--- config.mk ---
export PLATFORM = sky130hd
export DESIGN_NAME = video_timing_gen
export DESIGN_NICKNAME = d
export VERILOG_FILES = /design/src/rtl/video_timing_gen.sv
export SDC_FILE = /design/constraint.sdc
export NUM_CORES = 1
export LEC_CHECK = 0
export BUFFER_PORTS_ARGS = -buffer_cell sky130_fd_sc_hd__buf_4
export CAP_MARGIN = 20
export CORE_MARGIN = 2
export CORE_UTILIZATION = 28
export CTS_CLUSTER_DIAMETER = 120
export DETAILED_ROUTE_END_ITERATION = 12
export PLACE_DENSITY = 0.52
export SKIP_CTS_REPAIR_TIMING = 1
export SYNTH_ARGS = -nofsm -noshare
export SYNTH_HDL_FRONTEND = slang
export SYNTH_SLANG_ARGS = --single-unit
--- constraint.sdc ---
create_clock -name clk24 -period 4.26 [get_ports clk24]
set_input_delay 0.852 -clock clk24 [delete_from_list [all_inputs] [get_ports clk24]]
set_output_delay 0.852 -clock clk24 [all_outputs]
set_load 0.02 [all_outputs]
--- src/rtl/video_timing_gen.sv ---
// rtl/video_timing_gen.sv - raster timing generator: syncs, active/border flags, counters, fb row index
// Optional raster line interrupt: define VIDEO_TIMING_LINE_IRQ_EN.
module video_timing_gen #(
    parameter int H_ACTIVE   = 640,
    parameter int H_FP       = 11,
    parameter int H_SYNC     = 56,
    parameter int H_BP       = 29,
    parameter int V_ACTIVE   = 584,
    parameter int V_FP       = 25,
    parameter int V_SYNC     = 5,
    parameter int V_BP       = 19,
    parameter int FB_TOP     = 32,
    parameter int FB_LINES   = 512,
    parameter int ROW_REPEAT = 2,
    parameter int FB_LEFT    = 64,
    parameter int FB_WIDTH   = 512,
    parameter int SYNC_POL   = 0
) (
    input  logic        clk24,
    input  logic        reset,
    input  logic        ce,
`ifdef VIDEO_TIMING_LINE_IRQ_EN
    input  logic [9:0]  irq_line,
    input  logic        irq_ack,
`endif
    input  logic [7:0]  scroll_reg,
    output logic        hsync,
    output logic        vsync,
    output logic        video_active,
    output logic        retrace,
    output logic        border,
    output logic [10:0] xpos,
    output logic [9:0]  ypos,
    output logic [7:0]  fb_row,
    output logic        line_start,
    output logic        frame_start,
    output logic        irq
);
    typedef enum logic [1:0] {PH_FP, PH_SYNC, PH_BP, PH_ACT} phase_t;

    localparam logic [10:0] H_FP_M1   = 11'(H_FP - 1);
    localparam logic [10:0] H_SYNC_M1 = 11'(H_SYNC - 1);
    localparam logic [10:0] H_BP_M1   = 11'(H_BP - 1);
    localparam logic [10:0] H_ACT_M1  = 11'(H_ACTIVE - 1);
    localparam logic [9:0]  V_FP_M1   = 10'(V_FP - 1);
    localparam logic [9:0]  V_SYNC_M1 = 10'(V_SYNC - 1);
    localparam logic [9:0]  V_BP_M1   = 10'(V_BP - 1);
    localparam logic [9:0]  V_ACT_M1  = 10'(V_ACTIVE - 1);
    localparam logic [9:0]  Y_TOP     = 10'(FB_TOP);
    localparam logic [10:0] Y_END     = 11'(FB_TOP + FB_LINES);
    localparam logic [10:0] X_LEFT    = 11'(FB_LEFT);
    localparam logic [11:0] X_END     = 12'(FB_LEFT + FB_WIDTH);
    localparam logic        REP_LAST  = (ROW_REPEAT == 2);
    localparam logic        SYNC_ON   = (SYNC_POL != 0);

    if (H_ACTIVE < 1 || H_FP < 1 || H_SYNC < 1 || H_BP < 1 ||
        H_ACTIVE > 2048 || H_FP > 2048 || H_SYNC > 2048 || H_BP > 2048 ||
        V_ACTIVE < 1 || V_FP < 1 || V_SYNC < 1 || V_BP < 1 ||
        V_ACTIVE > 1024 || V_FP > 1024 || V_SYNC > 1024 || V_BP > 1024 ||
        FB_LINES < 1 || FB_WIDTH < 1 || FB_TOP < 0 || FB_LEFT < 0 ||
        FB_TOP + FB_LINES > V_ACTIVE || FB_LEFT + FB_WIDTH > H_ACTIVE ||
        ROW_REPEAT < 1 || ROW_REPEAT > 2) begin : g_bad_params
        $fatal(1, "video_timing_gen: illegal parameter set");
    end

    phase_t      r_h_state, r_v_state;
    logic [10:0] r_h_cnt;
    logic [9:0]  r_v_cnt;
    logic        r_rep;
    logic        r_hsync, r_vsync, r_video_active, r_retrace, r_border;
    logic        r_line_start, r_frame_start;
    logic [10:0] r_xpos;
    logic [9:0]  r_ypos;
    logic [7:0]  r_fb_row;

    phase_t      w_h_state_nx, w_v_state_nx;
    logic [10:0] w_h_last, w_h_cnt_nx, w_xpos_nx;
    logic [9:0]  w_v_last, w_v_cnt_nx, w_ypos_nx;
    logic        w_h_wrap, w_v_wrap, w_line_adv, w_hact, w_vact, w_act_start;
    logic        w_x_border, w_y_border, w_rep_nx;
    logic [7:0]  w_fb_row_nx;

    always_comb begin
        case (r_h_state)
            PH_FP:   w_h_last = H_FP_M1;
            PH_SYNC: w_h_last = H_SYNC_M1;
            PH_BP:   w_h_last = H_BP_M1;
            default: w_h_last = H_ACT_M1;
        endcase
        w_h_wrap     = (r_h_cnt == w_h_last);
        w_h_state_nx = r_h_state;
        w_h_cnt_nx   = r_h_cnt + 11'd1;
        if (w_h_wrap) begin
            w_h_cnt_nx = '0;
            case (r_h_state)
                PH_FP:   w_h_state_nx = PH_SYNC;
                PH_SYNC: w_h_state_nx = PH_BP;
                PH_BP:   w_h_state_nx = PH_ACT;
                default: w_h_state_nx = PH_FP;
            endcase
        end
        // The vertical FSM steps once per line, on the tick that enters H front porch
        w_line_adv = w_h_wrap && (r_h_state == PH_ACT);

        case (r_v_state)
            PH_FP:   w_v_last = V_FP_M1;
            PH_SYNC: w_v_last = V_SYNC_M1;
            PH_BP:   w_v_last = V_BP_M1;
            default: w_v_last = V_ACT_M1;
        endcase
        w_v_wrap     = (r_v_cnt == w_v_last);
        w_v_state_nx = r_v_state;
        w_v_cnt_nx   = r_v_cnt;
        if (w_line_adv) begin
            if (w_v_wrap) begin
                w_v_cnt_nx = '0;
                case (r_v_state)
                    PH_FP:   w_v_state_nx = PH_SYNC;
                    PH_SYNC: w_v_state_nx = PH_BP;
                    PH_BP:   w_v_state_nx = PH_ACT;
                    default: w_v_state_nx = PH_FP;
                endcase
            end else begin
                w_v_cnt_nx = r_v_cnt + 10'd1;
            end
        end

        w_hact      = (w_h_state_nx == PH_ACT);
        w_vact      = (w_v_state_nx == PH_ACT);
        w_xpos_nx   = w_hact ? w_h_cnt_nx : '0;
        w_ypos_nx   = w_vact ? w_v_cnt_nx : '0;
        w_act_start = w_h_wrap && (r_h_state == PH_BP) && w_vact;
        w_x_border  = (w_xpos_nx < X_LEFT) || ({1'b0, w_xpos_nx} >= X_END);
        w_y_border  = (w_ypos_nx < Y_TOP) || ({1'b0, w_ypos_nx} >= Y_END);

        // Row index loads at the window's first line, then steps down every ROW_REPEAT lines
        w_fb_row_nx = r_fb_row;
        w_rep_nx    = r_rep;
        if (w_act_start) begin
            if (w_ypos_nx == Y_TOP) begin
                w_fb_row_nx = scroll_reg;
                w_rep_nx    = 1'b0;
            end else if (w_ypos_nx > Y_TOP && {1'b0, w_ypos_nx} < Y_END) begin
                if (r_rep == REP_LAST) begin
                    w_fb_row_nx = r_fb_row - 8'd1;
                    w_rep_nx    = 1'b0;
                end else begin
                    w_rep_nx    = 1'b1;
                end
            end
        end
    end

    always_ff @(posedge clk24) begin
        if (reset) begin
            r_h_state      <= PH_FP;
            r_v_state      <= PH_FP;
            r_h_cnt        <= '0;
            r_v_cnt        <= '0;
            r_rep          <= 1'b0;
            r_hsync        <= ~SYNC_ON;
            r_vsync        <= ~SYNC_ON;
            r_video_active <= 1'b0;
            r_retrace      <= 1'b0;
            r_border       <= 1'b0;
            r_xpos         <= '0;
            r_ypos         <= '0;
            r_fb_row       <= 8'hFF;
            r_line_start   <= 1'b0;
            r_frame_start  <= 1'b0;
        end else if (ce) begin
            r_h_state      <= w_h_state_nx;
            r_v_state      <= w_v_state_nx;
            r_h_cnt        <= w_h_cnt_nx;
            r_v_cnt        <= w_v_cnt_nx;
            r_rep          <= w_rep_nx;
            r_hsync        <= (w_h_state_nx == PH_SYNC) ? SYNC_ON : ~SYNC_ON;
            r_vsync        <= (w_v_state_nx == PH_SYNC) ? SYNC_ON : ~SYNC_ON;
            r_video_active <= w_hact && w_vact;
            r_retrace      <= !w_vact;
            r_border       <= w_hact && w_vact && (w_x_border || w_y_border);
            r_xpos         <= w_xpos_nx;
            r_ypos         <= w_ypos_nx;
            r_fb_row       <= w_fb_row_nx;
            r_line_start   <= w_act_start;
            r_frame_start  <= w_act_start && (w_ypos_nx == '0);
        end
    end

`ifdef VIDEO_TIMING_LINE_IRQ_EN
    logic r_irq;
    // A set on the same clock as an ack wins so the interrupt is never lost
    always_ff @(posedge clk24) begin
        if (reset) begin
            r_irq <= 1'b0;
        end else if (ce && w_act_start && (w_ypos_nx == irq_line)) begin
            r_irq <= 1'b1;
        end else if (irq_ack) begin
            r_irq <= 1'b0;
        end
    end
    assign irq = r_irq;
`else
    assign irq = 1'b0;
`endif

    assign hsync        = r_hsync;
    assign vsync        = r_vsync;
    assign video_active = r_video_active;
    assign retrace      = r_retrace;
    assign border       = r_border;
    assign xpos         = r_xpos;
    assign ypos         = r_ypos;
    assign fb_row       = r_fb_row;
    assign line_start   = r_line_start;
    assign frame_start  = r_frame_start;
endmodule

# ---- Yosys cells after proc, flatten, opt, wreduce, memory -nomap -nowiden
# Index checks and enable logic that the tools add are counted.
# W data, S select, Z words.
dict set report op_classes {
  n_addsub 3
  n_lt_le_gt_ge 6
  n_eq_ne 12
  n_mux 20
  n_reduce_logical 18
}
# operator n
set op_table {}
lappend op_table {{$pmux W10 S3} 2}
lappend op_table {{$mux W10} 3}
lappend op_table {{$mux W8} 3}
lappend op_table {{$mux W11} 2}
lappend op_table {{$pmux W2 S3} 2}
lappend op_table {{$add A11 B1 Y11 const B} 1}
lappend op_table {{$eq A11 B11 Y1} 1}
lappend op_table {{$ge A11 B10 Y1 const B} 1}
lappend op_table {{$lt A11 B7 Y1 const B} 1}
lappend op_table {{$add A10 B1 Y10 const B} 1}
lappend op_table {{$eq A10 B10 Y1} 1}
lappend op_table {{$eq A10 B6 Y1 const B} 1}
lappend op_table {{$eq A2 B2 Y1 const B} 5}
lappend op_table {{$ge A10 B10 Y1 const B} 1}
lappend op_table {{$gt A10 B6 Y1 const B} 1}
lappend op_table {{$logic_not A10 Y1} 1}
lappend op_table {{$lt A10 B10 Y1 const B} 1}
lappend op_table {{$lt A10 B6 Y1 const B} 1}
lappend op_table {{$eq A2 B1 Y1 const B} 4}
lappend op_table {{$sub A8 B1 Y8 const B} 1}
lappend op_table {{$logic_and A1 B1 Y1} 7}
lappend op_table {{$mux W2} 3}
lappend op_table {{$mux W1} 5}
lappend op_table {{$logic_not A2 Y1} 2}
lappend op_table {{other kinds (5)} 8}
dict set report totals {
  register_bits 62
  in_bits 11
  out_inout_bits 37
  wordCells 74
}

# ---- Depth between registers and ports, before layout
dict set report logic_depth {
  word_depth 11
  depth_mapped 14
  ltp_nobuf 11
}

# ---- Least setup slack after synthesis
# Ideal clock, no wire load.
dict set report synth_timing {
  kind {register to register}
  startpoint {register r_h_state[0]}
  endpoint {register r_fb_row[5], in the netlist fb_row[5]}
  setup_time_ns 0.082
  t_arrival_ns 2.980
  required_time_ns 4.178
  setup_slack_ns 1.198
  stages_incl_launch_ff 12
  n_path_buf 0
  period_less_slack_ns 3.062
  cell_sequence {dfxtp_1 -> inv_1 -> ha_1 -> or3b_4 -> a211oi_2 -> nand4_2 -> nor2_1 -> mux2i_1 -> and4_1 -> o21ai_2 -> or4b_1 -> o2111ai_1}
}
dict set report synth_between {
  elab_chain_cells 11
  word_cells_on_any_way 21
  classes_between {order compare (2); eq/ne (6); mux (5); reduce/logical (8)}
}
# element line_no
set synth_lines {}
lappend synth_lines {{from (decl)} 66} ;# phase_t r_h_state, r_v_state;
lappend synth_lines {{from (signal assigned)} 172} ;# r_h_state <= w_h_state_nx;
lappend synth_lines {{$eq A2 B2 Y1, or another cell as far along} {84, 132}}
lappend synth_lines {{$pmux W10 S3} 84} ;# case (r_h_state)
lappend synth_lines {{$eq A11 B11 Y1} 90} ;# w_h_wrap = (r_h_cnt == w_h_last);
lappend synth_lines {{$logic_and A1 B1 Y1} 103} ;# w_line_adv = w_h_wrap && (r_h_state == PH_ACT);
lappend synth_lines {{$mux W2} 114} ;# if (w_line_adv) begin
lappend synth_lines {{$eq A2 B2 Y1} 129} ;# w_vact = (w_v_state_nx == PH_ACT);
lappend synth_lines {{$mux W10} 131} ;# w_ypos_nx = w_vact ? w_v_cnt_nx : '0;
lappend synth_lines {{$gt A10 B6 Y1 or $lt A10 B10 Y1 (tied branches)} 143} ;# end else if (w_ypos_nx > Y_TOP && {1'b0, w_ypos_nx} < Y_END) begin
lappend synth_lines {{$logic_and A1 B1 Y1} 143}
lappend synth_lines {{$reduce_bool A2 Y1 (no line)} --}
lappend synth_lines {{$reduce_and A4 Y1 (no line)} --}
lappend synth_lines {{to (signal assigned)} 184} ;# r_fb_row <= w_fb_row_nx;
lappend synth_lines {{to (decl)} 74} ;# logic [7:0] r_fb_row;
# Parallel ways exist; a longest one is shown, timed or not.
# A chain may end at the register's enable or synchronous reset.

# ---- Final worst setup path
dict set report layout_timing {
  startpoint {register r_h_state[0]}
  endpoint {register r_fb_row[2], in the netlist fb_row[2]}
}
# The elaborated chain is that of the path after synthesis.

==> run metrics <==
status completed; clk_lat worst skew 0.34 ns; # DRC 0; core region area 12700 µm²; area leader, netlist dfxtp_1; Cell variety after synth 65; endpoints failing setup 0; nets@finish 522; critical path class reg2reg; ys flop type dfxtp_1; Pleak 1.65 nW; fillers 1343; post-synth top area share 34.1%; Post-synth EDFFs 0; placer congestion estimate 0.813; Power Total 1.51 mW; Final ANT Viol Nets 0; Hold Fails Final Rpt 0; crit-path max cell delay 0.68 ns; Slew Viols, Final 0; Final Core Density 34.7%; vias per cell 4.97; PwrDens 344 nW/µm²; die area 13900 µm²; crit path DAT 3.87 ns; register area 1240 µm²; crit path cell chain inv_1 > ha_1 > or3b_4 > a21oi_4 > and4_1 > o211ai_1 > a21o_1 > and4b_1 > mux2_2 > o22ai_1 > nand2_1; maximum clock rate 273 MHz; Die Ht 118 µm; Worst-path clk slew 0.06 ns; ranking of synthesized cells by area dfxtp_1 (34%), nor2_1 (6.5%), a21oi_1 (5.5%); PortBufs 46; clock skew 0.00724 ns; total CTS buffers 9; max_slew headroom 56.3%; Req. time, crit path 4.47 ns; grt total ovfl 0; starting density of the core 28.7%; CTS Buffer Depth 2; ys async rst share 0%; final worst path period share 85.9%; first-pass GRT wire length 16.8 mm; Die Wd 118 µm; drt first pass iters 4; H-tree levels 3; CP bufs+invs 1; post-synthesis cell area 3640 µm²; hpwl dp 7.12 mm; DRT iter0 DRCs 176; Crit-path slowest cell and4b_1; Seq/Total Area, Yosys 34.1%; Max VDD drop 0.160 mV; crit path max fanout 18; gr usage total 14.9%; RSZ-0062 raised after global routing no; initial antenna violation count 0; Seq cells post-synth 62; Synth Instances 470; delay-heaviest family, CP simple AND/OR/NAND/NOR gates; crit path time final 3.66 ns; I/O Pins 48; total number of clock tree sinks 62; root buf cell clkbuf_16; multi-input logic area 2180 µm²; Syn-to-layout area delta 20.8%; critical path endpoint category flip-flop; HP Class reg2reg; Rows 41; # Max-Cap Violations 0; Synthesis Warnings 0; vias in the first global route 3312; Routed Wire Length 10.0 mm; Avg Cell Area, Syn 7.75 µm²; element type at the critical path start flip-flop; Slew @ Worst Pin 0.654 ns; DR WL/cell 14.9 µm; synthesized net count 493; share of layout cells above drive strength 1 16.1%; largest net degree at the start of global routing 53; CTS tree built; # diodes 0; vias 3357; setup TNS 0 ns
## synth_stat cells, drive strengths merged (5+ instances only)
| master | count |
|---|---|
| dfxtp | 62 |
| buf | 14 |
| mux2i | 11 |
| o211ai | 6 |
| nor3 | 17 |
| xnor2 | 11 |
| ha | 12 |
| xor2 | 9 |
| nand3 | 28 |
| inv | 16 |
| and3 | 7 |
| nor2 | 63 |
| nand2 | 52 |
| o21ai | 21 |
| a21oi | 42 |
| and2 | 5 |
| clkbuf | 17 |
## tightest hold or removal path: stages (launching register included)
cell,delay (ns)
dfxtp_1,0.31
nand2_1,0.06
a21oi_1,0.05
## path summary, 6_finish.rpt
check / startpoint / end / slack [ns] / cells past startpoint
worst min register to register: xpos[8]$_SDFFE_PP0P_ / xpos[8]$_SDFFE_PP0P_ / 0.47 / 2
worst max-delay path: r_h_state[0]$_SDFFE_PP0P_ / fb_row[2]$_SDFFE_PP1P_ / 0.60 / 11
worst max register to register: r_h_state[0]$_SDFFE_PP0P_ / fb_row[2]$_SDFFE_PP1P_ / 0.60 / 11
worst min-delay path: xpos[8]$_SDFFE_PP0P_ / xpos[8]$_SDFFE_PP0P_ / 0.47 / 2
## sequential cells by signal (all words and copies together) (netlist names)
| register | cells |
|---|---|
| border | 1 |
| fb_row | 8 |
| frame_start | 1 |
| hsync | 1 |
| line_start | 1 |
| r_h_cnt | 11 |
| r_h_state | 2 |
| r_rep | 1 |
| r_v_cnt | 10 |
| r_v_state | 2 |
| retrace | 1 |
| video_active | 1 |
| vsync | 1 |
| xpos | 11 |
| ypos | 10 |
## kinds of logic after synthesis
group | Yosys count | synth area share, %
other | 1 | 0.103
buffers and inverters | 48 | 5.91
DFF | 62 | 34.1
and+or+nand+nor | 208 | 28.1
muxes | 13 | 3.64
AOI/OAI and AO/OA | 106 | 19.2
adders and majority gates | 12 | 4.12
xor gates and xnor gates | 20 | 4.81
## power breakdown
| group | total [mW] | switching, mW | internal (mW) |
|---|---|---|---|
| clock | 0.807 | 0.278 | 0.529 |
| combinational | 0.107 | 0.0667 | 0.0406 |
| sequential | 0.600 | 0.0128 | 0.587 |
## cells in the final DEF, fill, tap and decap left out, types with 4 or more instances in the layout
cell,instances
xor2_1,9
nand3_1,28
or3_1,4
o211ai_1,6
and2_1,4
o21ai_0,20
a21o_1,4
ha_1,12
inv_1,16
nor3b_1,4
xnor2_1,11
nor3_1,17
mux2i_1,11
a21oi_1,40
nor2_1,63
clkbuf_16,9
nand2_1,52
and3_1,7
a22oi_1,4
buf_4,49
dfxtp_1,62
## cell type report
| class | instances | share of cell area [%] |
|---|---|---|
| clock buffers | 11 | 5.52 |
| clock inverters | 5 | 1.88 |
| inverters | 17 | 1.45 |
| multi-input cells | 360 | 49.7 |
| flip-flops and latches | 62 | 28.2 |
| well taps | 172 | 4.89 |
| repair buffers | 49 | 8.36 |
## through the flow
step	instance area [µm²]	setup WS, ns	hold slack, ns	cells
floorplan	3640	1.20	0.487	470
global placement	4070	0.696	0.452	660
detailed placement	4070	0.638	0.454	660
CTS	4400	0.612	0.470	676
global route	4400	0.349	0.490	676
finish	4400	0.603	0.470	676
## per-layer routing
layer  GRT usage, %  wire (µm)  up-vias
li1               -          -     1711
met1           19.1       4700     1564
met2           24.2       4680       66
met3           3.78        474       16
met4           5.35        189        0
met5              0          0        -
No activity file was read; power rests on OpenSTA's default activity.
